<file path="src/rtl/uart_tx_arbiter_pkg.sv">
// uart_tx_arbiter_pkg
// Shared definitions for the UART transmit arbiter: FSM state encoding,
// UART timing constants and ASCII constants used by the message sources.
package uart_tx_arbiter_pkg;

    typedef enum logic [1:0] {
        ST_IDLE    = 2'd0,
        ST_LOAD    = 2'd1,
        ST_WAIT_HI = 2'd2,
        ST_WAIT_LO = 2'd3
    } state_t;

    localparam int UART_CLK_HZ = 12_000_000;
    localparam int UART_BAUD   = 115200;

    localparam logic [7:0] ASCII_LF = 8'h0A;

endpackage

</file>
<file path="src/rtl/uart_tx_arbiter_rr_pick.sv">
// rr_pick
// Combinational round-robin search: returns the first asserted bit of
// `valid`, scanning upward from `ptr` and wrapping past N_REQ-1 to 0.
// Ports:
//   valid [N_REQ]  request vector
//   ptr   [IW]     highest-priority index for this search
//   any            at least one request present
//   idx   [IW]     selected index (0 when `any` is low)
module rr_pick
    import uart_tx_arbiter_pkg::*;
#(
    parameter int N_REQ = 4,
    parameter int IW    = 2
) (
    input  logic [N_REQ-1:0] valid,
    input  logic [IW-1:0]    ptr,
    output logic             any,
    output logic [IW-1:0]    idx
);

    always_comb begin
        logic [IW:0] cand;
        any  = 1'b0;
        idx  = '0;
        cand = '0;
        for (int k = 0; k < N_REQ; k++) begin
            // One extra bit so ptr+k cannot overflow before the modulo wrap.
            cand = {1'b0, ptr} + (IW+1)'(k);
            if (cand >= (IW+1)'(N_REQ)) begin
                cand = cand - (IW+1)'(N_REQ);
            end
            if (!any && valid[cand[IW-1:0]]) begin
                any = 1'b1;
                idx = cand[IW-1:0];
            end
        end
    end

endmodule

</file>
<file path="src/rtl/uart_tx_arbiter.sv">
// uart_tx_arbiter
// Message-atomic round-robin arbiter sharing one uart_tx between N_REQ
// byte-stream requesters. A granted requester keeps the transmitter until
// its `last` byte has been sent or it stalls for ABORT_CYCLES in LOAD.
// Ports:
//   clk, rst                 clock, asynchronous active-high reset
//   req_valid/req_last [N]   per-requester handshake
//   req_data [8N]            byte i at [8i+7:8i]
//   req_ready [N]            decoded from registered state
//   tx_data, tx_data_valid   byte and one-cycle strobe to uart_tx
//   tx_busy                  uart_tx busy
//   grant_valid, grant_id    current owner
//   msg_done, msg_abort [N]  one-cycle completion / timeout pulses
module uart_tx_arbiter
    import uart_tx_arbiter_pkg::*;
#(
    parameter int          N_REQ        = 4,
    parameter logic [23:0] ABORT_CYCLES = 24'd1_200_000,
    localparam int         IW           = (N_REQ > 1) ? $clog2(N_REQ) : 1
) (
    input  logic               clk,
    input  logic               rst,
    input  logic [N_REQ-1:0]   req_valid,
    input  logic [8*N_REQ-1:0] req_data,
    input  logic [N_REQ-1:0]   req_last,
    output logic [N_REQ-1:0]   req_ready,
    output logic [7:0]         tx_data,
    output logic               tx_data_valid,
    input  logic               tx_busy,
    output logic               grant_valid,
    output logic [IW-1:0]      grant_id,
    output logic [N_REQ-1:0]   msg_done,
    output logic [N_REQ-1:0]   msg_abort
);

    state_t             state_q, state_d;
    logic [IW-1:0]      ptr_q, ptr_d;
    logic [IW-1:0]      grant_id_q, grant_id_d;
    logic               grant_valid_q, grant_valid_d;
    logic [7:0]         tx_data_q, tx_data_d;
    logic               tx_data_valid_q, tx_data_valid_d;
    logic               last_q, last_d;
    logic [23:0]        stall_q, stall_d;
    logic [N_REQ-1:0]   msg_done_q, msg_done_d;
    logic [N_REQ-1:0]   msg_abort_q, msg_abort_d;

    logic               pick_any;
    logic [IW-1:0]      pick_idx;
    logic               xfer;

    rr_pick #(
        .N_REQ (N_REQ),
        .IW    (IW)
    ) u_pick (
        .valid (req_valid),
        .ptr   (ptr_q),
        .any   (pick_any),
        .idx   (pick_idx)
    );

    // Index after the releasing owner, so it has lowest priority next time.
    function automatic logic [IW-1:0] next_idx(input logic [IW-1:0] i);
        if (32'(i) == N_REQ - 1) begin
            return '0;
        end
        return i + IW'(1);
    endfunction

    always_comb begin
        req_ready = '0;
        if (state_q == ST_LOAD) begin
            req_ready[grant_id_q] = 1'b1;
        end
    end

    assign xfer = (state_q == ST_LOAD) && req_valid[grant_id_q];

    always_comb begin
        state_d         = state_q;
        ptr_d           = ptr_q;
        grant_id_d      = grant_id_q;
        grant_valid_d   = grant_valid_q;
        tx_data_d       = tx_data_q;
        last_d          = last_q;
        stall_d         = stall_q;
        tx_data_valid_d = 1'b0;
        msg_done_d      = '0;
        msg_abort_d     = '0;

        unique case (state_q)
            ST_IDLE: begin
                if (pick_any) begin
                    grant_id_d    = pick_idx;
                    grant_valid_d = 1'b1;
                    stall_d       = '0;
                    state_d       = ST_LOAD;
                end
            end
            ST_LOAD: begin
                // A transfer in the limit cycle takes precedence over abort.
                if (xfer) begin
                    tx_data_d       = req_data[{grant_id_q, 3'b000} +: 8];
                    last_d          = req_last[grant_id_q];
                    tx_data_valid_d = 1'b1;
                    stall_d         = '0;
                    state_d         = ST_WAIT_HI;
                end else if (stall_q == ABORT_CYCLES - 24'd1) begin
                    msg_abort_d[grant_id_q] = 1'b1;
                    ptr_d                   = next_idx(grant_id_q);
                    grant_valid_d           = 1'b0;
                    state_d                 = ST_IDLE;
                end else begin
                    stall_d = stall_q + 24'd1;
                end
            end
            ST_WAIT_HI: begin
                if (tx_busy) begin
                    state_d = ST_WAIT_LO;
                end
            end
            ST_WAIT_LO: begin
                if (!tx_busy) begin
                    if (last_q) begin
                        msg_done_d[grant_id_q] = 1'b1;
                        ptr_d                  = next_idx(grant_id_q);
                        grant_valid_d          = 1'b0;
                        state_d                = ST_IDLE;
                    end else begin
                        state_d = ST_LOAD;
                    end
                end
            end
            default: state_d = ST_IDLE;
        endcase
    end

    always_ff @(posedge clk or posedge rst) begin
        if (rst) begin
            state_q         <= ST_IDLE;
            ptr_q           <= '0;
            grant_id_q      <= '0;
            grant_valid_q   <= 1'b0;
            tx_data_q       <= '0;
            tx_data_valid_q <= 1'b0;
            last_q          <= 1'b0;
            stall_q         <= '0;
            msg_done_q      <= '0;
            msg_abort_q     <= '0;
        end else begin
            state_q         <= state_d;
            ptr_q           <= ptr_d;
            grant_id_q      <= grant_id_d;
            grant_valid_q   <= grant_valid_d;
            tx_data_q       <= tx_data_d;
            tx_data_valid_q <= tx_data_valid_d;
            last_q          <= last_d;
            stall_q         <= stall_d;
            msg_done_q      <= msg_done_d;
            msg_abort_q     <= msg_abort_d;
        end
    end

    assign tx_data       = tx_data_q;
    assign tx_data_valid = tx_data_valid_q;
    assign grant_valid   = grant_valid_q;
    assign grant_id      = grant_id_q;
    assign msg_done      = msg_done_q;
    assign msg_abort     = msg_abort_q;

endmodule

</file>
<file path="config.mk">
export PLATFORM = sky130hd
export DESIGN_NAME = uart_tx_arbiter
export DESIGN_NICKNAME = d
export VERILOG_FILES = /design/src/rtl/uart_tx_arbiter_pkg.sv /design/src/rtl/uart_tx_arbiter_rr_pick.sv /design/src/rtl/uart_tx_arbiter.sv
export SDC_FILE = /design/constraint.sdc
export NUM_CORES = 1
export LEC_CHECK = 0
export CAP_MARGIN = 40
export CORE_MARGIN = 2
export CORE_UTILIZATION = 31
export CTS_CLUSTER_SIZE = 25
export DETAILED_ROUTE_END_ITERATION = 6
export SYNTH_ARGS = -nofsm -noshare
export SYNTH_HDL_FRONTEND = slang
export SYNTH_SLANG_ARGS = --single-unit
export TNS_END_PERCENT = 10
</file>
<file path="constraint.sdc">
create_clock -name clk -period 2.7 [get_ports clk]
set_input_delay 0.675 -clock clk [delete_from_list [all_inputs] [get_ports clk]]
set_output_delay 0.675 -clock clk [all_outputs]
set_load 0.005 [all_outputs]
</file>
Word level (Yosys, flattened, before mapping)
Index checks and enable logic that the tools add are counted.
{ "totals": {"ff_bits": 49, "in_bits": 43, "out_inout_bits": 24, "elab_cells": 128} }
{ "classes": {"n_addsub": 9, "order_cmp": 10, "n_eq_ne": 13, "shift": 1, "mux": 67, "n_reduce_logical": 18} }
{ "ops": {"columns": ["cell", "count"], "rows": [
  ["$mux W24", 3],
  ["$pmux W24 S2", 1],
  ["$mux W2", 20],
  ["$shiftx A32 B6 Y8", 1],
  ["$mux W4", 7],
  ["$mux W1", 26],
  ["$add A24 B1 Y24 const B", 1],
  ["$eq A24 B21 Y1 const B", 1],
  ["$lt A2 B3 Y1 const B", 5],
  ["$bmux W1 S2", 6],
  ["$ne A2 B2 Y1 const B", 5],
  ["$ge A3 B3 Y1 const B", 3],
  ["$pmux W2 S4", 1],
  ["$sub A2 B1 Y2 const B", 4],
  ["$add A2 B2 Y3 const B", 2],
  ["$eq A2 B2 Y1 const B", 3],
  ["$reduce_and A6 Y1", 1],
  ["$logic_and A1 B1 Y1", 5],
  ["$reduce_and A5 Y1", 1],
  ["$pmux W2 S2", 1],
  ["$reduce_and A2 Y1", 2],
  ["$reduce_and A4 Y1", 1],
  ["$reduce_bool A2 Y1", 2],
  ["$add A2 B1 Y3 const B", 1],
  ["13 further kinds", 15]
]} }

Depth between registers and ports, before layout
Gate-level depths: netlist of run 1.
{ "logic_depth": {"depth_word": 16, "depth_mapped": 7, "mapped_depth_nobuf": 6} }

Modules after synthesis
A second synthesis of run 1 with hierarchy kept.
{ "hier_totals": {"cells_unflattened": 272, "hier_area_um2": 2773.9} }
{ "by_module_without_submodules": {"columns": ["module", "n_inst", "cells_each", "area_per_inst_um2", "seq_area_each_um2"], "rows": [
  ["uart_tx_arbiter", 1, 257, 2696.3, 1226.2],
  ["rr_pick", 1, 15, 77.6, 0.0]
]} }

Least setup slack after synthesis of run 1
Ideal clock, no wire load.
{ "synth_timing": {"kind": "input to register", "startpoint": "in req_valid[3]", "endpoint": "reg ptr_q[0]", "setup_ps": 128, "t_arrival_ps": 2104, "required_time_ps": 2572, "path_slack_ps": 468, "path_stages": 5, "path_cell_list": "mux4_2 or2_1 nor4_2 o21ai_1 mux2_1"} }
{ "synth_via": {"elab_chain_len": 5} }
{ "synth_rtl": {"columns": ["item", "line_no", "rtl"], "rows": [
  ["from (decl)", "uart_tx_arbiter.sv:23", "input logic [N_REQ-1:0] req_valid,"],
  ["$bmux W1 S2", "uart_tx_arbiter.sv:76", "assign xfer = (state_q == ST_LOAD) && req_valid[grant_id_q];"],
  ["$mux W1 (not written as such)", "uart_tx_arbiter.sv:76", null],
  ["$logic_and A1 B1 Y1", "uart_tx_arbiter.sv:76", null],
  ["$ne A2 B2 Y1 (no line)", null, null],
  ["$reduce_and A5 Y1 (no line)", null, null],
  ["to (signal assigned)", "uart_tx_arbiter.sv:151", "ptr_q <= ptr_d;"],
  ["to (decl)", "uart_tx_arbiter.sv:37", "logic [IW-1:0] ptr_q, ptr_d;"]
]} }
Every way passes these cells. The select of a mux whose other input is x is not followed.
A chain may end at the register's enable or synchronous reset.

Worst setup path in the final report of run 1
{ "layout_timing": {"startpoint": "reg state_q[0]", "endpoint": "out req_ready[0]"} }
{ "layout_via": {"elab_chain_len": 2} }
{ "layout_rtl": {"columns": ["item", "line_no", "rtl"], "rows": [
  ["from (decl)", "uart_tx_arbiter.sv:36", "state_t state_q, state_d;"],
  ["from (signal assigned)", "uart_tx_arbiter.sv:150", "state_q <= state_d;"],
  ["$eq A2 B1 Y1", "uart_tx_arbiter.sv:71", "if (state_q == ST_LOAD) begin"],
  ["$mux W4", "uart_tx_arbiter.sv:71", null],
  ["to (decl)", "uart_tx_arbiter.sv:26", "output logic [N_REQ-1:0] req_ready,"]
]} }
Every way passes these cells.

==> results.cfg, run 1 <==
[placed_design]
dp_slack_ns = -0.09269
portBuffers = 66
place_congestion = 0.7941
hpwl_mm = 4.672

[logic_synthesis]
yosysSeqAreaShare_pct = 46.40
yosys.area.top_type = dfrtp_1
ys_warn_count = 0
synth_area_leaders = dfrtp_1 (46%), mux4_2 (7.7%), xnor2_1 (4.3%)
synth_nets = 303
synth_seq_cells = 49
synth_ff_type = dfrtp_1
yosysTopAreaCellShare_pct = 46.40
synthesis.area_sq_um = 2643
avgSynthCellArea_sq_um = 10.36
synth-edff-count = 0
async_flop_share_pct = 100.0
synth.distinct_cells = 42
syn_inst = 255

[floorplan]
fp.dieArea_sq_um = 9279
rows = 33
io_pins = 67
die_w_microns = 96.33
design.core.area_sq_um = 8258
die_h_microns = 96.33
start_util_pct = 32.00

[routing]
finalWirelength_mm = 5.999
vias_per_cell = 5.055
first_iter_violations = 78
ant_nets = 0
post-route-drc-count = 0
wl_per_cell_microns = 13.63
vias = 2224
dr.pass1.iters = 4

[sta]
fin_ws_ns = 0.2132
slew_headroom_pct = 53.70
setup_viol = 0
fin_crit_sh_pct = 92.11
tightest_slew_ns = 0.6892
finalCriticalPeriod_ns = 2.487
fmax_ghz = 0.4021
hold_viol = 0
tns_ns = 0
rsz0062_at_grt = no
fin_skew_ns = 0.004541
drv_slew = 0

[setup_path]
cp_slowest_cell = dfrtp_1
cp_slowest_stage_delay_ns = 0.52
path_buf_inv = 1
cp_top_family = flip-flops
crit_chain = nor2b_2, and2_1, clkdlybuf4s50_1
required_ns = 2.03
endpoint_kind = output port
crit_path_max_fanout = 11
worstPathArrival_ns = 1.81
crit_type = reg -> out
critPathLaunchType = flip-flop

[layout]
nets = 382
drive_gt1_share_pct = 13.73
synthToLayoutAreaGrowth_pct = 36.98
antennaDiodeCount = 0

[clock_network]
clk_latency_ns = 0.30
cts_tree = done
htree_levels = 2
clockBufferDepth = 2
clock_sinks = 49
cts_buffers = 5
cts-resized-gates = 0
hold_buffers = 0
path_clk_slew_ns = 0.09
clk_root_buffer_cell = clkbuf_8
post_cts_buffers = 0

[grt]
grtUsageMet3_pct = 2.819
grt_usage_pct = 14.18
grt_max_degree = 27
grt_pass1_wl_mm = 10.27
antenna_found_initial = 0
met1_usage_pct = 18.47
met2_usage_pct = 23.15
grt_pass1_vias = 2159
gr-total-overflow = 0
busiest_layer = met2

[run_status]
status = finished, final reports clean

[power]
p_total_w = 0.002529
ir_worst_vdd_uv = 376.4
power.density_nw_per_um2 = 698.6
p_leak_nw = 1.450

[job]
cap_violations = 0

[worst_hold_path]
hp-class = reg -> reg
-- through the flow --
step                      util (%)  hold WS, ns  area (sq um)  instances
final                        43.83       0.5097          3620        440
after CTS                    43.80       0.5136          3617        440
after global placement       42.71       0.4879          3527        431
after global routing         43.83       0.5358          3620        440
after floorplan                  -       0.4810          2643        255
after detailed placement     42.80       0.4924          3535        432
-- layout by cell type (no fill, tap or decap), types with 11 or more instances in the layout --
master / Yosys / layout
o21ai_0: 12 / 12
nor2_1: 27 / 27
a21oi_1: 11 / 11
nand2_1: 19 / 19
nor3_1: 12 / 12
dfrtp_1: 49 / 49
buf_4: 0 / 13
xnor2_1: 13 / 13
clkdlybuf4s50_1: 0 / 66
-- worst reg2reg max path, stage by stage, from the launching register on --
cell     delay, ns
dfrtp_1       0.48
mux4_2        0.56
or2_1         0.24
nor4_2        0.32
o21ai_1       0.14
mux2_1        0.34
-- final timing paths --
| kind | from | endpoint | slack, ns | cells past startpoint |
|---|---|---|---|---|
| max | state_q[0] | req_ready[0] | 0.21 | 3 |
| max reg2reg | grant_id[0] | ptr_q[1] | 0.50 | 5 |
| max in group asynchronous | rst | grant_valid | 1.46 | 3 |
| min reg2reg | tx_data[4] | tx_data[4] | 0.51 | 1 |
| min | tx_data[4] | tx_data[4] | 0.51 | 1 |
| min in group asynchronous | rst | stall_q[23] | 0.73 | 2 |
-- logic make-up after synthesis --
kind of cell    count (synthesis)  share of synthesized area, %
compound gates                 36                         8.286
xor+xnor                       13                         4.309
fa+ha+maj                       5                         2.367
buf+inv                        19                         2.841
flops                          49                         46.40
mux                            23                         14.11
simple gates                  110                         21.69
-- synthesized netlist by cell type (all sizes together), types with 3 or more instances --
cell type / count
o21ai: 14
mux2: 11
nand3: 9
nor2: 27
and3: 6
inv: 10
nand2: 19
ha: 5
nor4: 6
nand2b: 3
xnor2: 13
nor3: 13
and4: 3
nand4: 5
a21oi: 11
clkbuf: 5
buf: 4
and2: 9
dfrtp: 49
mux4: 10
-- state kept, by name (all words and copies together), names as in the netlist, named ones only --
signal and count:
state_q 1, last_q 1, grant_valid 1, grant_id 2, stall_q 24, msg_done 4
msg_abort 4, tx_data_valid 1, tx_data 8, ptr_q 2
-- per-layer routing --
metal,part of all wire (%),routed length [microns]
met1,43,2604
met2,50,2995
met3,4.9,294
met4,1.8,105
met5,0,0
-- layout make-up --
type                            instances  area (sq um)
Tap cell                              105         131.4
Sequential cell                        49          1226
Fill cell                             819          4638
Multi-Input combinational cell        187          1344
Timing Repair Buffer                   81         798.3
Inverter                               10         37.54
Clock buffer                            6         72.57
Clock inverter                          2         10.01
-- where the power goes --
| group | leakage, nW | internal, W | switching, W |
|---|---|---|---|
| sequential | 0.648 | 0.000878 | 0.000127 |
| clock | 0.0450 | 0.000180 | 0.000246 |
| combinational | 0.757 | 0.000626 | 0.000472 |
| total | 1.45 | 0.00168 | 0.000845 |
Note: power is estimated with default switching activity, not from simulation.
==> run 2: changes to the inputs <==
--- a/config.mk
+++ b/config.mk
@@ -6,8 +6,9 @@
 export NUM_CORES = 1
 export LEC_CHECK = 0
 export CAP_MARGIN = 40
-export CORE_MARGIN = 2
+export CORE_MARGIN = 10
 export CORE_UTILIZATION = 31
+export CTS_BUF_LIST = sky130_fd_sc_hd__clkbuf_8
 export CTS_CLUSTER_SIZE = 25
 export DETAILED_ROUTE_END_ITERATION = 6
 export SYNTH_ARGS = -nofsm -noshare
==> run 2 against run 1 <==
Final cell count grew 0.23%. Sequential share of layout area is essentially flat. Global-route usage shrank 3.5 points. Critical path depth is the same. Non-clock buffer count grew 1. Power shrank 0.21%. Clock power shrank 4%. Combinational power is essentially flat. Sequential cell count is the same. Core utilization grew 0.061 points.
==> results.cfg, run 2 (same netlist as run 1, synthesis figures left out) <==
[layout]
multiInputGateArea_sq_um = 1344
final-seq-area_sq_um = 1226
layout_commonest_cell = clkdlybuf4s50_1
drive_gt1_share_pct = 13.39
fillCellCount = 813
antennaDiodeCount = 0
layout_common_cells = clkdlybuf4s50_1 (66), dfrtp_1 (49), nor2_1 (27)
nets = 383
largest_reg_flops = 24
synthToLayoutAreaGrowth_pct = 37.17
regMostFlops = stall_q

[setup_path]
worstPathArrival_ns = 1.80
cp_top_family = flip-flops
crit_type = reg -> out
cp_slowest_cell = dfrtp_1
cp_slowest_stage_delay_ns = 0.52
critPathLaunchType = flip-flop
required_ns = 2.03
crit_chain = nor2b_2, and2_1, clkdlybuf4s50_1
crit_path_max_fanout = 11
path_buf_inv = 1
endpoint_kind = output port

[floorplan]
die_w_microns = 112.3
rows = 33
die_h_microns = 112.3
fp.dieArea_sq_um = 12620
io_pins = 67
start_util_pct = 32.00
design.core.area_sq_um = 8258

[sta]
hold_viol = 0
tns_ns = 0
rsz0062_at_grt = no
slew_headroom_pct = 52.27
fin_crit_sh_pct = 91.60
tightest_slew_ns = 0.7105
fmax_ghz = 0.4043
setup_viol = 0
finalCriticalPeriod_ns = 2.473
fin_skew_ns = 0.008451
hold_slack_ns = 0.5095
fin_ws_ns = 0.2268
drv_slew = 0

[grt]
grt_usage_pct = 10.68
met2_usage_pct = 17.23
met1_usage_pct = 12.83
antenna_found_initial = 0
grtUsageMet3_pct = 3.142
grt_pass1_vias = 2344
grt_pass1_wl_mm = 11.40
grt_max_degree = 50
busiest_layer = met2
gr-total-overflow = 0

[clock_network]
path_clk_slew_ns = 0.08
cts_buffers = 5
cts_tree = done
clk_latency_ns = 0.31
hold_buffers = 0
clock_sinks = 49
clockBufferDepth = 2
htree_levels = 2
clk_root_buffer_cell = clkbuf_8

[routing]
finalWirelength_mm = 6.609
vias_per_cell = 5.016
post-route-drc-count = 0
dr.pass1.iters = 4
wl_per_cell_microns = 14.99
vias = 2212
first_iter_violations = 71
ant_nets = 0

[placed_design]
dp_slack_ns = -0.09463
hpwl_mm = 5.138
portBuffers = 66
place_congestion = 0.8035

[worst_hold_path]
hp-class = reg -> reg

[power]
p_leak_nw = 1.462
ir_worst_vdd_uv = 299.1
p_total_w = 0.002523
power.density_nw_per_um2 = 696.2

[run_status]
status = finished, final reports clean

[job]
cap_violations = 0
[run 2: area by class of cell]
class,count,area share (%)
Clock buffer,5,1.899
Clock inverter,3,0.3107
Inverter,10,1.036
Multi-Input combinational cell,187,37.07
Sequential cell,49,33.83
Tap cell,105,3.624
Timing Repair Buffer,82,22.23
[run 2: per-stage QoR]
step / instances / utilization (%) / cell area (sq um)
2_1_floorplan: 255 / - / 2643
3_3_place_gp: 432 / 42.80 / 3535
3_5_place_dp: 433 / 42.89 / 3542
4_1_cts: 441 / 43.86 / 3622
5_1_grt: 441 / 43.89 / 3625
6_report: 441 / 43.89 / 3625
[run 2: layer usage]
metal	vias to the layer above	wire [microns]	part of all wire (%)
met5	-	0	0
met4	0	114	1.7
met3	11	393	5.9
met2	60	3221	49
met1	1067	2879	44
li1	1074	-	-
[run 2: worst paths after layout]
check / slack (ns) / endpoint / start / depth (start not counted)
hold reg to reg: 0.51 / tx_data[5] / tx_data[5] / 1
hold / removal: 0.51 / tx_data[5] / tx_data[5] / 1
setup / recovery: 0.23 / req_ready[0] / state_q[0] / 3
min in group asynchronous: 0.72 / stall_q[8] / rst / 3
setup reg to reg: 0.52 / ptr_q[0] / grant_id[0] / 5
max in group asynchronous: 1.75 / ptr_q[1] / rst / 3
[run 2: what timing repair did]
| item | CTS | global route |
|---|---|---|
| setup buffers | 0 | 0 |
| endpoints found under the setup margin | 0 | 4 |
| gates resized for setup | 0 | 1 |
[run 2: worst reg2reg max path: stages (launching register included)]
cell and delay [ns]:
dfrtp_1 0.48, mux4_2 0.57, or2_1 0.24, nor4_2 0.32
o21ai_1 0.14, mux2_1 0.33
[run 2: power breakdown]
part           switching (W)  total, W  internal, W
combinational       0.000481   0.00111     0.000627
clock               0.000234  0.000407     0.000173
sequential          0.000131   0.00101     0.000878
total               0.000846   0.00252      0.00168
==> run 3: changes to the inputs <==
--- a/config.mk
+++ b/config.mk
@@ -13,5 +13,6 @@
 export DETAILED_ROUTE_END_ITERATION = 6
 export SYNTH_ARGS = -nofsm -noshare
 export SYNTH_HDL_FRONTEND = slang
+export SYNTH_HIERARCHICAL = 1
 export SYNTH_SLANG_ARGS = --single-unit
 export TNS_END_PERCENT = 10
==> constraint.sdc (replaced) <==
create_clock -name clk -period 2.7 [get_ports clk]
set_input_delay 0.675 -clock clk [delete_from_list [all_inputs] [get_ports clk]]
set_output_delay 0.675 -clock clk [all_outputs]
set_load 0.02 [all_outputs]
==> run 3 against run 2 <==
Hold slack gained 0.011 ns. Power grew 10%. Highest routed layer unchanged. Sequential cell count is the same.
==> results.cfg, run 3 <==
[sta]
fin_crit_sh_pct = 94.24
rsz0062_at_grt = no
tns_ns = 0
hold_viol = 0
finalCriticalPeriod_ns = 2.544
tightest_slew_ns = 0.6955
fin_skew_ns = 0.01101
drv_slew = 0
fmax_ghz = 0.3930
setup_viol = 0
slew_headroom_pct = 53.20

[routing]
finalWirelength_mm = 7.103
vias = 2428
ant_nets = 0
vias_per_cell = 5.336
wl_per_cell_microns = 15.61
first_iter_violations = 58
dr.pass1.iters = 4
post-route-drc-count = 0

[logic_synthesis]
synth_xor_area_share_pct = 0.3157
yosysMostFrequentCell = dfrtp_1
synth-simple-area-share_pct = 21.24
yosysSeqAreaShare_pct = 44.20
syn_inst = 272
synth_fa_ha_area_share_pct = 2.255
synth_top_family_by_area = simple AND/OR/NAND/NOR gates
synth-edff-count = 0
synth.distinct_cells = 50
async_flop_share_pct = 100.0
yosysTopAreaCellShare_pct = 44.20
synth_nets = 320
avgSynthCellArea_sq_um = 10.20
yosys.area.top_type = dfrtp_1
synthesis.area_sq_um = 2774
synth_seq_cells = 49
synth.area.mux_share_pct = 12.58
synth_ff_type = dfrtp_1
synth_compound_area_share_pct = 14.70
ys_top_cells_by_count = dfrtp_1 (49), nor3_1 (19), inv_1 (16)
synth_area_leaders = dfrtp_1 (44%), mux4_2 (8.1%), mux2_2 (4.5%)
ys_warn_count = 6

[power]
p_seq_share_pct = 36.6
p_clk_share_pct = 15.2
intPower_w = 0.001697
power_frac_comb_pct = 48.3
swShare_pct = 38.91
p_leak_nw = 1.610
p_total_w = 0.002779
p_sw_w = 0.001081
ir_worst_vdd_uv = 527.6
power.density_nw_per_um2 = 751.8

[placed_design]
hpwl_mm = 5.659
portBuffers = 66
place_congestion = 0.8527

[layout]
synthToLayoutAreaGrowth_pct = 33.24
antennaDiodeCount = 0
nets = 394
layout_common_cells = clkdlybuf4s50_1 (66), dfrtp_1 (49), nor3_1 (19)
final-seq-area_sq_um = 1226
fillCellCount = 823
layout_commonest_cell = clkdlybuf4s50_1
largest_reg_flops = 24
multiInputGateArea_sq_um = 1418
drive_gt1_share_pct = 14.70
regMostFlops = stall_q

[grt]
gr-total-overflow = 0
antenna_found_initial = 0
grt_pass1_wl_mm = 12.02
grt_usage_pct = 10.97
grt_max_degree = 28
grt_pass1_vias = 2470

[setup_path]
crit_end = req_ready[1]
r2r-end = stall_q[23]
r2r-start = stall_q[7]
crit_path_max_fanout = 8
worstPathArrival_ns = 1.87
critPathLaunchType = flip-flop
crit_type = reg -> out
crit_path_start = state_q[0]
reg2reg_depth = 6
required_ns = 2.03
reg2reg_slack_ns = 0.33
endpoint_kind = output port

[floorplan]
io_pins = 67
die_h_microns = 114.6
start_util_pct = 31.81
design.core.area_sq_um = 8721
die_w_microns = 114.6
fp.dieArea_sq_um = 13130
rows = 34

[clock_network]
hold_buffers = 0
cts_tree = done
clk_root_buffer_cell = clkbuf_8
clk_latency_ns = 0.30
clockBufferDepth = 2
cts-resized-gates = 0
post_cts_buffers = 0
path_clk_slew_ns = 0.09
cts_buffers = 5
htree_levels = 2
clock_sinks = 49

[run_status]
status = finished, final reports clean

[job]
cap_violations = 0

[worst_hold_path]
hp-class = reg -> reg
## run 3: cell count changes in the layout (fill, tap and decap cells not counted), moves of 7 or more
cell	delta
xnor2_1	-12
nor2_1	-12
and3_1	+7
nor3_1	+7
a31oi_1	+7
a211o_1	+8
## run 3: cell type report
type | instances | area share, %
Multi-Input combinational cell | 194 | 38.35
Sequential cell | 49 | 33.18
Clock buffer | 5 | 1.862
Tap cell | 108 | 3.656
Inverter | 18 | 1.930
Clock inverter | 3 | 0.3724
Timing Repair Buffer | 78 | 20.65
## run 3: layer usage
layer  GRT usage [%]  part of all wire, %
met4           3.926                  2.0
met5               0                    0
met2           16.69                   45
met1           13.09                   43
met3           5.398                  9.9
## run 3: through the flow
stage	setup WS (ns)	cells	utilization (%)	instance area, sq um	hold WS (ns)
detailed placement	0.005558	447	41.39	3610	0.5014
finish	0.1555	455	42.38	3696	0.5203
global placement	0.02957	447	41.39	3610	0.4880
floorplan	0.3843	272	-	2774	0.4866
global route	0.01318	455	42.38	3696	0.5430
CTS	0.1007	455	42.34	3692	0.5225
## run 3: kinds of logic (layout without fill, tap and decap cells)
family / after synthesis / count (layout)
muxes: 21 / 21
adders and majority gates: 5 / 5
AOI/OAI and AO/OA: 61 / 61
buffers and inverters: 29 / 104
DFF: 49 / 49
and+or+nand+nor: 106 / 106
xor gates and xnor gates: 1 / 1
## run 3: worst max-delay path, stage by stage, from the launching register on
cell	delay, ns
dfrtp_1	0.46
clkinvlp_4	0.24
nor3_1	0.23
clkdlybuf4s50_1	0.64
## run 3: power by group through the flow
stage | Combinational, W | Sequential [W] | Clock [W]
2_1_floorplan | 0.000752 | 0.00110 | 0
3_3_place_gp | 0.00135 | 0.00102 | 0
3_5_place_dp | 0.00135 | 0.00103 | 0
4_1_cts | 0.00136 | 0.00101 | 0.000439
5_1_grt | 0.00148 | 0.00104 | 0.000468
6_report | 0.00134 | 0.00102 | 0.000421
## run 3: worst min-delay path by stage
stage / start / end / slack, ns / depth (start not counted)
finish: tx_data[5] / tx_data[5] / 0.52 / 1
global placement: tx_data[0] / tx_data[0] / 0.49 / 1
floorplan: stall_q[0] / stall_q[0] / 0.49 / 1
CTS: tx_data[5] / tx_data[5] / 0.52 / 1
detailed placement: tx_data[6] / tx_data[6] / 0.50 / 1
global route: tx_data[4] / tx_data[4] / 0.54 / 1
